$ cat src/rtl/mac_tile_pkg.sv
// ---------------------------------------------------------------------------
// mac_tile_pkg
//   Shared definitions for the flexible MAC tile: controller states,
//   bit positions inside the 3-bit instruction word and the dataflow mode
//   encodings. Optional build macro used by the tile: MAC_TILE_FLEX_SAT_EN.
// ---------------------------------------------------------------------------
package mac_tile_pkg;

    typedef enum logic [1:0] {
        ST_IDLE       = 2'd0,
        ST_EXEC       = 2'd1,
        ST_DRAIN_SELF = 2'd2,
        ST_DRAIN_PASS = 2'd3
    } state_t;

    localparam int INST_W     = 3;
    localparam int INST_LOAD  = 0;
    localparam int INST_EXEC  = 1;
    localparam int INST_DRAIN = 2;

    localparam logic MODE_WS = 1'b0;
    localparam logic MODE_OS = 1'b1;

endpackage : mac_tile_pkg

$ cat src/rtl/mac_tile_flex_mac.sv
// ---------------------------------------------------------------------------
// mac_tile_flex_mac
//   Combinational multiply-accumulate y = a*b + c.
//   Ports:
//     a  in  BW         unsigned activation
//     b  in  BW         signed weight
//     c  in  PSUM_BW    signed addend (psum from north or accumulator)
//     y  out PSUM_BW+1  signed full-precision sum; the extra MSB lets the
//                       caller detect overflow before wrapping or clamping
// ---------------------------------------------------------------------------
module mac_tile_flex_mac
    import mac_tile_pkg::*;
#(
    parameter int BW      = 4,
    parameter int PSUM_BW = 16
) (
    input  logic        [BW-1:0]    a,
    input  logic signed [BW-1:0]    b,
    input  logic signed [PSUM_BW-1:0] c,
    output logic signed [PSUM_BW:0] y
);

    logic signed [BW:0]     a_s;
    logic signed [2*BW:0]   a_x;
    logic signed [2*BW:0]   b_x;
    logic signed [2*BW:0]   prod;

    always_comb begin
        // Zero-extend the unsigned activation so the multiply stays signed.
        a_s  = $signed({1'b0, a});
        a_x  = (2*BW+1)'(a_s);
        b_x  = (2*BW+1)'(b);
        prod = a_x * b_x;
        y    = (PSUM_BW+1)'(prod) + (PSUM_BW+1)'(c);
    end

endmodule : mac_tile_flex_mac

$ cat src/rtl/mac_tile_flex.sv
// ---------------------------------------------------------------------------
// mac_tile_flex
//   Systolic-array processing element supporting weight-stationary (WS) and
//   output-stationary (OS) dataflows, chosen at run time while idle.
//   Build option: define MAC_TILE_FLEX_SAT_EN to saturate the WS psum add and
//   the OS accumulation; otherwise both wrap modulo 2^PSUM_BW.
//   PSUM_BW must be at least 2*BW+1.
//   Ports:
//     clk      in   clock, all state on rising edge
//     reset    in   synchronous, active-high
//     mode     in   0 = WS, 1 = OS; taken only when idle with no instruction
//     in_w     in   BW       activation (WS load: weight) from west
//     inst_w   in   3        [0] load, [1] execute, [2] drain
//     in_n     in   PSUM_BW  WS psum / OS weight (low BW bits) / drain data
//     out_e    out  BW       registered activation to east
//     inst_e   out  3        registered instruction to east
//     out_s    out  PSUM_BW  registered psum / weight / drain data to south
//     valid_s  out  1        out_s carries a result
// ---------------------------------------------------------------------------
module mac_tile_flex
    import mac_tile_pkg::*;
#(
    parameter int BW      = 4,
    parameter int PSUM_BW = 16
) (
    input  logic               clk,
    input  logic               reset,
    input  logic               mode,
    input  logic [BW-1:0]      in_w,
    input  logic [INST_W-1:0]  inst_w,
    input  logic [PSUM_BW-1:0] in_n,
    output logic [BW-1:0]      out_e,
    output logic [INST_W-1:0]  inst_e,
    output logic [PSUM_BW-1:0] out_s,
    output logic               valid_s
);

    // Fit the full-precision MAC result back into PSUM_BW bits.
    function automatic logic signed [PSUM_BW-1:0] fit_psum(input logic signed [PSUM_BW:0] x);
`ifdef MAC_TILE_FLEX_SAT_EN
        // The two top bits disagree only when the sum left the PSUM_BW range.
        if (x[PSUM_BW] != x[PSUM_BW-1]) begin
            if (x[PSUM_BW]) fit_psum = {1'b1, {(PSUM_BW-1){1'b0}}};
            else            fit_psum = {1'b0, {(PSUM_BW-1){1'b1}}};
        end else begin
            fit_psum = x[PSUM_BW-1:0];
        end
`else
        fit_psum = x[PSUM_BW-1:0];
`endif
    endfunction

    state_t                    state_q, state_d;
    logic                      mode_q, mode_d;
    logic                      load_ready_q, load_ready_d;
    logic signed [BW-1:0]      weight_q, weight_d;
    logic signed [PSUM_BW-1:0] acc_q, acc_d;
    logic [BW-1:0]             a_q, a_d;
    logic [INST_W-1:0]         inst_e_q, inst_e_d;
    logic [PSUM_BW-1:0]        out_s_q, out_s_d;
    logic                      valid_s_q, valid_s_d;

    logic                      drain_act, load_act, exec_act;
    logic signed [BW-1:0]      mac_b;
    logic signed [PSUM_BW-1:0] mac_c;
    logic signed [PSUM_BW:0]   mac_sum;

    // Local priority: drain > load > execute. Drain only means something in
    // OS mode; in WS it is forwarded east but otherwise ignored.
    always_comb begin
        drain_act = inst_w[INST_DRAIN] && (mode_q == MODE_OS);
        load_act  = inst_w[INST_LOAD] && !drain_act;
        exec_act  = inst_w[INST_EXEC] && !inst_w[INST_LOAD] && !drain_act;
    end

    // One shared MAC: WS uses the stored weight plus the north psum, OS uses
    // the streamed weight from north plus the local accumulator.
    always_comb begin
        if (mode_q == MODE_OS) begin
            mac_b = $signed(in_n[BW-1:0]);
            mac_c = acc_q;
        end else begin
            mac_b = weight_q;
            mac_c = $signed(in_n);
        end
    end

    mac_tile_flex_mac #(
        .BW      (BW),
        .PSUM_BW (PSUM_BW)
    ) u_mac (
        .a (in_w),
        .b (mac_b),
        .c (mac_c),
        .y (mac_sum)
    );

    always_comb begin
        state_d      = state_q;
        mode_d       = mode_q;
        load_ready_d = load_ready_q;
        weight_d     = weight_q;
        acc_d        = acc_q;
        a_d          = a_q;
        inst_e_d     = inst_w;
        out_s_d      = out_s_q;
        valid_s_d    = 1'b0;

        if (state_q == ST_IDLE && inst_w == '0) begin
            mode_d = mode;
        end

        if (load_act || exec_act) begin
            a_d = in_w;
        end

        if (drain_act) begin
            // First drain cycle emits this tile's result, later ones pass the
            // column's upstream results through.
            if (state_q == ST_DRAIN_SELF || state_q == ST_DRAIN_PASS) begin
                out_s_d = in_n;
                state_d = ST_DRAIN_PASS;
            end else begin
                out_s_d = acc_q;
                acc_d   = '0;
                state_d = ST_DRAIN_SELF;
            end
            valid_s_d = 1'b1;
        end else begin
            case (state_q)
                ST_IDLE:       if (exec_act)  state_d = ST_EXEC;
                ST_EXEC:       if (!exec_act) state_d = ST_IDLE;
                ST_DRAIN_SELF: state_d = ST_DRAIN_PASS;
                ST_DRAIN_PASS: state_d = ST_IDLE;
                default:       state_d = ST_IDLE;
            endcase

            if (load_act) begin
                if (mode_q == MODE_OS) begin
                    acc_d = '0;
                end else if (load_ready_q) begin
                    // This tile keeps the first weight; later ones travel east.
                    weight_d           = $signed(in_w);
                    load_ready_d       = 1'b0;
                    inst_e_d[INST_LOAD] = 1'b0;
                end
            end else if (exec_act) begin
                if (mode_q == MODE_OS) begin
                    out_s_d = {{(PSUM_BW-BW){1'b0}}, in_n[BW-1:0]};
                    acc_d   = fit_psum(mac_sum);
                end else begin
                    out_s_d   = fit_psum(mac_sum);
                    valid_s_d = 1'b1;
                end
            end
        end
    end

    always_ff @(posedge clk) begin
        if (reset) begin
            state_q      <= ST_IDLE;
            mode_q       <= MODE_WS;
            load_ready_q <= 1'b1;
            weight_q     <= '0;
            acc_q        <= '0;
            a_q          <= '0;
            inst_e_q     <= '0;
            out_s_q      <= '0;
            valid_s_q    <= 1'b0;
        end else begin
            state_q      <= state_d;
            mode_q       <= mode_d;
            load_ready_q <= load_ready_d;
            weight_q     <= weight_d;
            acc_q        <= acc_d;
            a_q          <= a_d;
            inst_e_q     <= inst_e_d;
            out_s_q      <= out_s_d;
            valid_s_q    <= valid_s_d;
        end
    end

    assign out_e   = a_q;
    assign inst_e  = inst_e_q;
    assign out_s   = out_s_q;
    assign valid_s = valid_s_q;

endmodule : mac_tile_flex

$ cat config.mk
export PLATFORM = sky130hd
export DESIGN_NAME = mac_tile_flex
export DESIGN_NICKNAME = d
export VERILOG_FILES = /design/src/rtl/mac_tile_pkg.sv /design/src/rtl/mac_tile_flex_mac.sv /design/src/rtl/mac_tile_flex.sv
export SDC_FILE = /design/constraint.sdc
export NUM_CORES = 1
export LEC_CHECK = 0
export ABC_AREA = 0
export BUFFER_PORTS_ARGS = -buffer_cell sky130_fd_sc_hd__buf_4
export CORE_MARGIN = 8
export CORE_UTILIZATION = 51
export CTS_CLUSTER_DIAMETER = 150
export DETAILED_ROUTE_END_ITERATION = 10
export PLACE_DENSITY = 0.72
export SLEW_MARGIN = 30
export SYNTH_ARGS = -nofsm -noshare
export SYNTH_HDL_FRONTEND = slang
export SYNTH_SLANG_ARGS = --single-unit
export TNS_END_PERCENT = 10
$ cat constraint.sdc
create_clock -name clk -period 5.7 [get_ports clk]
set_input_delay 0.285 -clock clk [delete_from_list [all_inputs] [get_ports clk]]
set_output_delay 0.285 -clock clk [all_outputs]
set_load 0.05 [all_outputs]
==> results of run 1 <==
[metal layers]
| metal | vias to the layer above | GRT usage, % | routed length [um] |
|---|---|---|---|
| met4 | 0 | 5.239 | 110 |
| met2 | 88 | 28.46 | 3980 |
| met1 | 1345 | 23.51 | 3920 |
| met5 | - | 0 | 0 |
| met3 | 8 | 3.073 | 607 |
| li1 | 1474 | - | - |
[synth_stat cells, drive strengths merged, types with 4 or more instances]
master  instances
a211oi          9
buf             9
xor2            8
a22oi           5
a21oi          26
ha             39
xnor2           6
o21ai          18
clkbuf         12
inv            17
o22ai           4
dfxtp          48
a31oi           5
nor2b          14
nand2b          8
and3            4
a21o            8
nand2          20
fa             11
nor3            5
mux2i          29
nor2           50
nand3          10
mux2           17
[final timing paths]
kind | from | to | slack, ps | cells after the start
setup / recovery | mode_q | out_s[10] | 1050 | 13
hold / removal | inst_w[1] | inst_e[1] | 250 | 2
setup reg to reg | mode_q | out_s[10] | 1050 | 13
hold reg to reg | acc_q[14] | acc_q[14] | 470 | 2
[cells by family (layout without fill, tap and decap cells)]
| logic type | count (synthesis) | count (layout) |
|---|---|---|
| buffers and inverters | 38 | 76 |
| and+or+nand+nor | 118 | 118 |
| xor gates and xnor gates | 14 | 14 |
| DFF | 48 | 48 |
| muxes | 46 | 46 |
| AOI/OAI and AO/OA | 84 | 84 |
| adders and majority gates | 50 | 50 |
[registers in the layout, indices dropped and copies added, names as in the netlist]
register and count:
valid_s 1, load_ready_q 1, inst_e 3, mode_q 1, out_s 16, state_q 2
acc_q 16, out_e 4, weight_q 4
[layout make-up]
type,count,area share [%]
tap,80,2.503
sequential,48,24.03
clock inverter,1,0.1877
clock buffer,7,2.159
multi-input combinational,312,59.95
inverter,17,1.596
timing repair buffer,51,9.574
[stage by stage]
stage               cell area, sq um  util, %  cells
floorplan                       3536        -    398
global placement                3902    57.76    508
detailed placement              3902    57.76    508
CTS                             3996    59.15    516
global route                    3999    59.19    516
finish                          3999    59.19    516
[power breakdown]
| group | switching (W) | internal (W) | total [W] |
|---|---|---|---|
| combinational | 0.000208 | 0.000131 | 0.000339 |
| sequential | 0.0000125 | 0.000354 | 0.000367 |
| clock | 0.000118 | 0.0000989 | 0.000216 |
| total | 0.000338 | 0.000584 | 0.000922 |
[worst reg2reg max path: stages (launching register included)]
cell and delay [ps]:
dfxtp_1 690, mux2i_2 220, or2_2 340, fa_1 510, fa_1 520, fa_1 550
inv_1 70, fa_1 450, a21o_1 190, a221oi_2 370, a21oi_2 120, xor2_1 210
a22oi_1 120, nor3_1 210
==> results.py, run 1 <==
metrics = {
    "synthesis": {
        "synth_fa_ha_area_share_pct": 20.03,
        "yosysTopAreaCell": "dfxtp_1",
        "ys.flop_type": "dfxtp_1",
        "syn_inst": 398,
        "synth-edff-count": 0,
        "synth_compound_area_share_pct": 15.04,
        "async_reset_ff_share_pct": 0,
        "synthMuxAreaShare_pct": 13.73,
        "synth-seq-area-share_pct": 27.18,
        "synth.avg_cell_area_sq_um": 8.884,
        "syn-cell-area_sq_mm": 0.003536,
        "synth_area_leaders": "dfxtp_1, ha_1, mux2i_1",
        "synth-xor-area-share_pct": 3.468,
        "synthDistinctLibCells": 44,
        "synth-warning-count": 0,
        "synth_simple_gate_area_share_pct": 15.46,
        "synth_nets": 474,
        "ys_ff_latch": 48,
        "synth_top_family_by_area": "adder cells",
        "yosysTopAreaCellShare_pct": 27.18,
    },
    "layout": {
        "layout.cells.most_common_list": "buf_4, nor2_1, dfxtp_1",
        "seqCellArea_sq_um": 960.9,
        "fillCellCount": 616,
        "mostFrequentLayoutCell": "buf_4",
        "nets": 511,
        "antenna_cells": 0,
        "syn_to_final_growth_pct": 13.09,
        "multi_input_area_sq_mm": 0.002397,
        "drive_gt1_share_pct": 19.04,
    },
    "timing": {
        "hold_slack_ps": 251.8,
        "timing.max_slew.rel_slack_pct": 32.81,
        "setup_ws_ps": 1049,
        "setup_violations": 0,
        "drv_slew": 0,
        "clock.fmax_mhz": 215.0,
        "final.period_utilization_pct": 81.59,
        "final.setup_skew_ps": 11.80,
        "period_minus_slack_ps": 4651,
        "tns_ps": 0,
        "hold_violations": 0,
        "rsz0062_at_grt": "false",
        "worst_pin_slew_ps": 1006,
    },
    "drt": {
        "vias_per_cell": 5.649,
        "drt-total-wl_um": 8618,
        "wl_per_cell_um": 16.70,
        "drtPass1Iterations": 4,
        "drc": 0,
        "first_iter_violations": 169,
        "ant_nets": 0,
        "vias": 2915,
    },
    "place": {
        "dp_hpwl_um": 6587,
        "port_buffers": 49,
        "place_ws_ps": 1048,
        "gp_congestion": 0.8502,
    },
    "power": {
        "ir_worst_vdd_mv": 0.1018,
        "power_density_mw_per_mm2": 230.6,
        "leakagePower_nw": 1.811,
        "finalPower_w": 0.0009220,
    },
    "cts": {
        "worst_skew_pair.late_latency_ps": 300,
        "cts_buffers": 5,
        "root_buffer": "clkbuf_8",
        "post_cts_buffers": 0,
        "clock_path_buffers": 2,
        "cts.sinks": 48,
        "htreeDepth": 2,
        "clkTransAtPathRegs_ps": 100,
        "tritoncts": "done",
        "hold_buffers": 0,
        "cts_resized": 0,
    },
    "critical_path": {
        "crit_path_cell_trace": "mux2i_2 > or2_2 > fa_1 > fa_1 > fa_1 > inv_1 > fa_1 > a21o_1 > a221oi_2 > a21oi_2 > xor2_1 > a22oi_1 > nor3_1",
        "start_kind": "flop",
        "cp_top_family": "adder cells",
        "slowest_stage": "dfxtp_1",
        "cp_max_fo": 13,
        "critPathMaxStageDelay_ps": 690,
        "crit_buf_inv": 1,
        "crit_type": "reg -> reg",
        "crit_required_ps": 5910,
        "crit_path_end_kind": "flop",
        "path_common_cell": "fa_1",
        "crit_arrival_ps": 4860,
    },
    "floorplan": {
        "initial_core_util_pct": 52.33,
        "core_area_sq_mm": 0.006756,
        "die_y_um": 99.27,
        "dieWidth_um": 99.27,
        "io_pins": 50,
        "die-area_sq_mm": 0.009854,
        "rows": 30,
    },
    "worst_hold_path": {
        "worst_hold_path_type": "in -> reg",
    },
    "outcome": {
        "status": "finished clean",
    },
    "grt": {
        "grt_start_max_net_pins": 47,
        "grt_pass1_vias": 2933,
        "grt_pass1_wl_um": 14320,
        "overflow": 0,
        "track_usage_pct": 17.69,
        "antenna_found_initial": 0,
    },
    "run": {
        "maxCapViolations": 0,
    },
}
Power figures use the tool's default switching activity.
==> run 2: changes to the inputs <==
--- a/config.mk
+++ b/config.mk
@@ -5,13 +5,13 @@
 export SDC_FILE = /design/constraint.sdc
 export NUM_CORES = 1
 export LEC_CHECK = 0
-export ABC_AREA = 0
+export ABC_AREA = 1
 export BUFFER_PORTS_ARGS = -buffer_cell sky130_fd_sc_hd__buf_4
 export CORE_MARGIN = 8
 export CORE_UTILIZATION = 51
 export CTS_CLUSTER_DIAMETER = 150
 export DETAILED_ROUTE_END_ITERATION = 10
-export PLACE_DENSITY = 0.72
+export PLACE_DENSITY = 0.75
 export SLEW_MARGIN = 30
 export SYNTH_ARGS = -nofsm -noshare
 export SYNTH_HDL_FRONTEND = slang
==> constraint.sdc (replaced) <==
create_clock -name clk -period 3.8 [get_ports clk]
set_input_delay 0.19 -clock clk [delete_from_list [all_inputs] [get_ports clk]]
set_output_delay 0.19 -clock clk [all_outputs]
set_load 0.05 [all_outputs]
==> run 2 against run 1 <==
- first-iteration DRC count grew 12%
- global-route usage grew 4.0 points
- maximum frequency grew 25%
- sequential share of layout area fell by 3.9 points
- synthesized cell count grew 38%
- worst hold slack got worse by 110 ps
- utilization grew 6.4 points
- cell count is 37% higher
- wire length increased by 33%
- clock power up 100%
- worst setup slack got worse by 980 ps
- via count up 33%
- critical path type unchanged
- largest cell class unchanged
==> results.py, run 2 <==
metrics = {
    "synthesis": {
        "yosysTopAreaCell": "dfxtp_1",
        "synth.avg_cell_area_sq_um": 6.995,
        "synth_fa_ha_area_share_pct": 18.41,
        "synth.most_common_cell": "nand2_1",
        "syn_inst": 550,
        "synth-warning-count": 0,
        "synth_area_leaders": "dfxtp_1, ha_1, nand2_1",
        "synthMuxAreaShare_pct": 0,
        "synth_top_family_by_area": "simple AND/OR/NAND/NOR gates",
        "ys.flop_type": "dfxtp_1",
        "syn-cell-area_sq_mm": 0.003847,
        "synth-edff-count": 0,
        "synth-xor-area-share_pct": 1.138,
        "synth-seq-area-share_pct": 24.98,
        "synth_compound_area_share_pct": 19.38,
        "synthDistinctLibCells": 37,
        "async_reset_ff_share_pct": 0,
        "ys_ff_latch": 48,
        "synth_nets": 626,
        "synth.top_cells.by_count": "nand2_1, inv_1, a21oi_1",
        "synth_simple_gate_area_share_pct": 25.24,
        "yosysTopAreaCellShare_pct": 24.98,
    },
    "worst_hold_path": {
        "worst_hold_path_type": "in -> reg",
    },
    "grt": {
        "antenna_found_initial": 0,
        "overflow": 0,
        "grt_start_max_net_pins": 29,
        "track_usage_pct": 21.66,
        "grt_pass1_wl_um": 17940,
        "grt_pass1_vias": 3771,
    },
    "drt": {
        "wl_per_cell_um": 16.15,
        "drt-total-wl_um": 11430,
        "drt-met1-wl_um": 4819,
        "top_layer": "met4",
        "dr_wl_met2_um": 5462,
        "vias_per_cell": 5.482,
        "vias": 3881,
        "drc": 0,
        "drtPass1Iterations": 5,
        "met3_length_um": 735,
        "first_iter_violations": 190,
        "ant_nets": 0,
    },
    "layout": {
        "mostFrequentLayoutCell": "nand2_1",
        "antenna_cells": 0,
        "nets": 685,
        "drive_gt1_share_pct": 25.29,
        "layout.cells.most_common_list": "nand2_1, buf_4, inv_1",
        "fin_util_pct": 65.60,
        "syn_to_final_growth_pct": 24.33,
    },
    "power": {
        "power_density_mw_per_mm2": 408.3,
        "internal_power_w": 0.001164,
        "p_switching_w": 0.0007887,
        "finalPower_w": 0.001953,
        "swShare_pct": 40.39,
        "p_comb_share_pct": 48.4,
        "clockPowerShare_pct": 22.4,
        "ir_worst_vdd_mv": 0.1966,
        "seq_power_share_pct": 29.2,
        "leakagePower_nw": 2.334,
    },
    "critical_path": {
        "crit_arrival_ps": 3960,
        "crit_path_end_kind": "flop",
        "crit_required_ps": 4030,
        "rrSetupSlack_ps": 70,
        "crit_type": "reg -> reg",
        "cp_max_fo": 6,
        "start_kind": "flop",
    },
    "timing": {
        "period_minus_slack_ps": 3732,
        "drv_slew": 0,
        "clock.fmax_mhz": 268.0,
        "final.setup_skew_ps": 3.543,
        "timing.max_slew.rel_slack_pct": 37.68,
        "worst_pin_slew_ps": 932.1,
        "rsz0062_at_grt": "true",
        "hold_slack_ps": 144.0,
        "final.period_utilization_pct": 98.21,
        "hold_violations": 0,
        "setup_violations": 0,
    },
    "cts": {
        "clkTransAtPathRegs_ps": 90,
        "cts_buffers": 5,
        "hold_buffers": 0,
        "tritoncts": "done",
        "htreeDepth": 2,
        "worst_skew_pair.late_latency_ps": 300,
        "clock_path_buffers": 2,
        "root_buffer": "clkbuf_8",
        "cts.sinks": 48,
    },
    "floorplan": {
        "initial_core_util_pct": 52.76,
        "rows": 31,
        "io_pins": 50,
        "dieWidth_um": 102.9,
        "die_y_um": 102.9,
        "die-area_sq_mm": 0.01058,
        "core_area_sq_mm": 0.007292,
    },
    "run": {
        "maxCapViolations": 0,
    },
    "place": {
        "dp_hpwl_um": 8477,
        "port_buffers": 49,
        "gp_congestion": 0.9208,
    },
    "outcome": {
        "status": "finished clean",
    },
}
-- run 2: changes by cell type after synthesis, moves of 14 or more --
cell,before,now
inv_1,17,71
nor2_1,49,35
o21ai_0,14,51
mux2_2,17,0
a21oi_1,25,54
nand2_1,20,130
nand3_1,10,25
mux2i_1,28,0
nor2b_1,14,0
-- run 2: worst max-delay path, cell delays in order (launching register included) --
cell,delay [ps]
dfxtp_2,370
buf_12,140
nand2_4,40
inv_2,60
a21oi_2,40
or2_4,250
fa_1,570
fa_1,470
fa_1,540
inv_2,60
fa_2,370
buf_6,140
xor2_4,180
inv_2,60
nor3_2,110
o21ai_1,80
a21oi_1,160
-- run 2: cell type report --
type,instances,area (sq um)
inverters,77,299.0
flip-flops and latches,48,962.2
clock buffers,5,68.82
multi-input cells,405,2684
fillers,672,2509
clock inverters,2,60.06
repair buffers,72,585.6
well taps,99,123.9
-- run 2: routing by layer --
metal | track usage (%) | vias to the layer above
met4 | 8.788 | 0
met1 | 25.96 | 1804
li1 | - | 1911
met5 | 0 | -
met2 | 37.36 | 132
met3 | 3.849 | 34
-- run 2: through the flow --
stage,std cells,setup WS [ps],area (sq um),TNS [ps]
global placement,696,-118.1,4369,-845.3
finish,708,67.98,4783,0
CTS,705,5.831,4608,0
floorplan,550,21.78,3856,0
detailed placement,696,-176.8,4369,-2786
global route,708,-44.05,4783,-208.4
-- run 2: power by group through the flow --
| stage | clock network [W] | logic, W | registers [W] |
|---|---|---|---|
| 6_report | 0.000437 | 0.000945 | 0.000571 |
| 5_1_grt | 0.000459 | 0.00104 | 0.000576 |
| 4_1_cts | 0.000438 | 0.000851 | 0.000569 |
| 3_5_place_dp | 0 | 0.000802 | 0.000579 |
| 3_3_place_gp | 0 | 0.000786 | 0.000579 |
| 2_1_floorplan | 0 | 0.000477 | 0.000660 |
-- run 2: kinds of logic after synthesis --
family	Yosys count
AO/OA/AOI/OAI	133
XOR/XNOR	5
adder cells (fa/ha/maj)	50
buffers and inverters	97
flip-flops	48
AND/OR/NAND/NOR	217
-- run 2: path summary, 6_finish.rpt --
check              end    startpoint  depth (start not counted)
max           acc_q[4]        mode_q                         16
min          inst_e[1]     inst_w[1]                          3
max reg2reg   acc_q[4]        mode_q                         16
min reg2reg  inst_e[0]  load_ready_q                          1
-- run 2: what timing repair did --
item	in CTS	in global routing
setup buffers	1	3
pin swaps	9	27
resized for setup	14	41
hold endpoints to repair	0	0
gates cloned	1	0
setup endpoints to repair	24	24
==> run 3: changes to the inputs <==
--- a/config.mk
+++ b/config.mk
@@ -12,6 +12,7 @@
 export CTS_CLUSTER_DIAMETER = 150
 export DETAILED_ROUTE_END_ITERATION = 10
 export PLACE_DENSITY = 0.75
+export RECOVER_POWER = 25
 export SLEW_MARGIN = 30
 export SYNTH_ARGS = -nofsm -noshare
 export SYNTH_HDL_FRONTEND = slang
==> run 3 against run 2 <==
- clock skew increased by 0.91 ps
- design area shrank 1.1%
- via count down 0.77%
- combinational power shrank 1%
- cell count unchanged
- critical path depth unchanged
- register-to-register slack about the same
- wire length is 0.19% lower
- worst setup slack better by 7.8 ps
- critical path type unchanged
==> results.py, run 3 (same netlist as run 2, synthesis figures left out) <==
metrics = {
    "outcome": {
        "status": "finished clean",
    },
    "power": {
        "p_switching_w": 0.0007887,
        "ir_worst_vdd_mv": 0.1963,
        "seq_power_share_pct": 29.4,
        "swShare_pct": 40.61,
        "power_density_mw_per_mm2": 410.5,
        "p_comb_share_pct": 48.1,
        "clockPowerShare_pct": 22.5,
        "internal_power_w": 0.001153,
        "leakagePower_nw": 2.278,
    },
    "cts": {
        "cts_buffers": 5,
        "worst_skew_pair.late_latency_ps": 300,
        "htreeDepth": 2,
        "clkTransAtPathRegs_ps": 90,
        "hold_buffers": 0,
        "cts.sinks": 48,
        "root_buffer": "clkbuf_8",
        "tritoncts": "done",
        "clock_path_buffers": 2,
    },
    "critical_path": {
        "crit_buf_inv": 5,
        "start_kind": "flop",
        "critPathMaxStageDelay_ps": 570,
        "crit_arrival_ps": 3960,
        "slowest_stage": "fa_1",
        "crit_path_end_kind": "flop",
        "cp_top_family": "adder cells",
        "crit_required_ps": 4030,
        "crit_type": "reg -> reg",
        "crit_path_cell_trace": "buf_12 > nand2_4 > inv_2 > a21oi_2 > or2_4 > fa_1 > fa_1 > fa_1 > inv_2 > fa_2 > buf_6 > xor2_4 > inv_2 > nor3_2 > o21ai_1 > a21oi_1",
        "cp_max_fo": 6,
    },
    "drt": {
        "vias": 3851,
        "wl_per_cell_um": 16.12,
        "drtPass1Iterations": 4,
        "ant_nets": 0,
        "first_iter_violations": 189,
        "vias_per_cell": 5.439,
        "drc": 0,
        "drt-total-wl_um": 11410,
    },
    "layout": {
        "fillCellCount": 690,
        "layout.cells.most_common_list": "nand2_1, inv_1, buf_4",
        "mostFrequentLayoutCell": "nand2_1",
        "fin_util_pct": 64.88,
        "antenna_cells": 0,
        "syn_to_final_growth_pct": 22.96,
        "drive_gt1_share_pct": 22.99,
        "seqCellArea_sq_um": 962.2,
        "multi_input_area_sq_mm": 0.002684,
        "nets": 685,
    },
    "place": {
        "gp_congestion": 0.9208,
        "dp_hpwl_um": 8477,
        "place_ws_ps": -176.8,
        "port_buffers": 49,
    },
    "timing": {
        "clock.fmax_mhz": 268.5,
        "timing.max_slew.rel_slack_pct": 36.65,
        "rsz0062_at_grt": "true",
        "worst_pin_slew_ps": 947.5,
        "period_minus_slack_ps": 3724,
        "setup_violations": 0,
        "final.setup_skew_ps": 4.457,
        "drv_slew": 0,
        "hold_violations": 0,
        "final.period_utilization_pct": 98.00,
        "hold_slack_ps": 141.3,
        "setup_ws_ps": 75.81,
    },
    "floorplan": {
        "die-area_sq_mm": 0.01058,
        "rows": 31,
        "die_y_um": 102.9,
        "dieWidth_um": 102.9,
        "io_pins": 50,
        "initial_core_util_pct": 52.76,
        "core_area_sq_mm": 0.007292,
    },
    "worst_hold_path": {
        "worst_hold_path_type": "in -> reg",
    },
    "grt": {
        "grt_pass1_vias": 3771,
        "track_usage_pct": 21.66,
        "grt_start_max_net_pins": 29,
        "antenna_found_initial": 0,
        "grt_pass1_wl_um": 17940,
        "overflow": 0,
    },
    "run": {
        "maxCapViolations": 0,
    },
}
==> run 3: changes by cell type in the layout (fill, tap and decap cells not counted) <==
cell	change
buf_4	-14
clkbuf_1	+14
==> run 3: final cells by class <==
class | count | share of cell area, %
Multi-Input combinational cell | 405 | 56.73
Sequential cell | 48 | 20.34
Timing Repair Buffer | 72 | 11.27
Inverter | 77 | 6.321
Tap cell | 99 | 2.618
Clock buffer | 5 | 1.455
Clock inverter | 2 | 1.270
==> run 3: worst paths after layout <==
kind / endpoint / slack (ps) / cells after the start / startpoint
max: acc_q[4] / 80 / 16 / mode_q
min: inst_e[1] / 140 / 3 / inst_w[1]
max reg2reg: acc_q[4] / 80 / 16 / mode_q
min reg2reg: inst_e[0] / 460 / 1 / load_ready_q
==> run 3: power groups by stage <==
stage | clock network [W] | logic (W) | registers (W)
6_report | 0.000437 | 0.000935 | 0.000571
5_1_grt | 0.000459 | 0.00102 | 0.000575
4_1_cts | 0.000438 | 0.000851 | 0.000569
3_5_place_dp | 0 | 0.000802 | 0.000579
3_3_place_gp | 0 | 0.000786 | 0.000579
2_1_floorplan | 0 | 0.000477 | 0.000660
==> run 3: worst register-to-register path, stage by stage, from the launching register on <==
cell,delay [ps]
dfxtp_2,370
buf_12,140
nand2_4,50
inv_2,60
a21oi_2,40
or2_4,250
fa_1,570
fa_1,460
fa_1,540
inv_2,60
fa_2,370
buf_6,140
xor2_4,180
inv_2,60
nor3_2,100
o21ai_1,80
a21oi_1,160
==> run 3: metal layers <==
layer  share of wire (%)  GRT usage, %
met1                  42         25.96
met2                  48         37.36
met3                 6.3         3.849
met4                 3.7         8.788
met5                   0             0
==> run 3: repair_timing <==
item	4_1_cts	5_1_grt
setup endpoints to repair	24	24
setup buffers	1	3
gates resized for setup	14	41
pin swaps	9	27
cloned	1	0
==> run 3: per-stage QoR <==
stage	cells	TNS (ps)	total power (W)	area [sq um]
floorplan	550	0	0.001137	3856
global placement	696	-845.3	0.001364	4369
detailed placement	696	-2786	0.001382	4369
CTS	705	0	0.001858	4608
global route	708	-208.5	0.002059	4731
finish	708	0	0.001942	4731
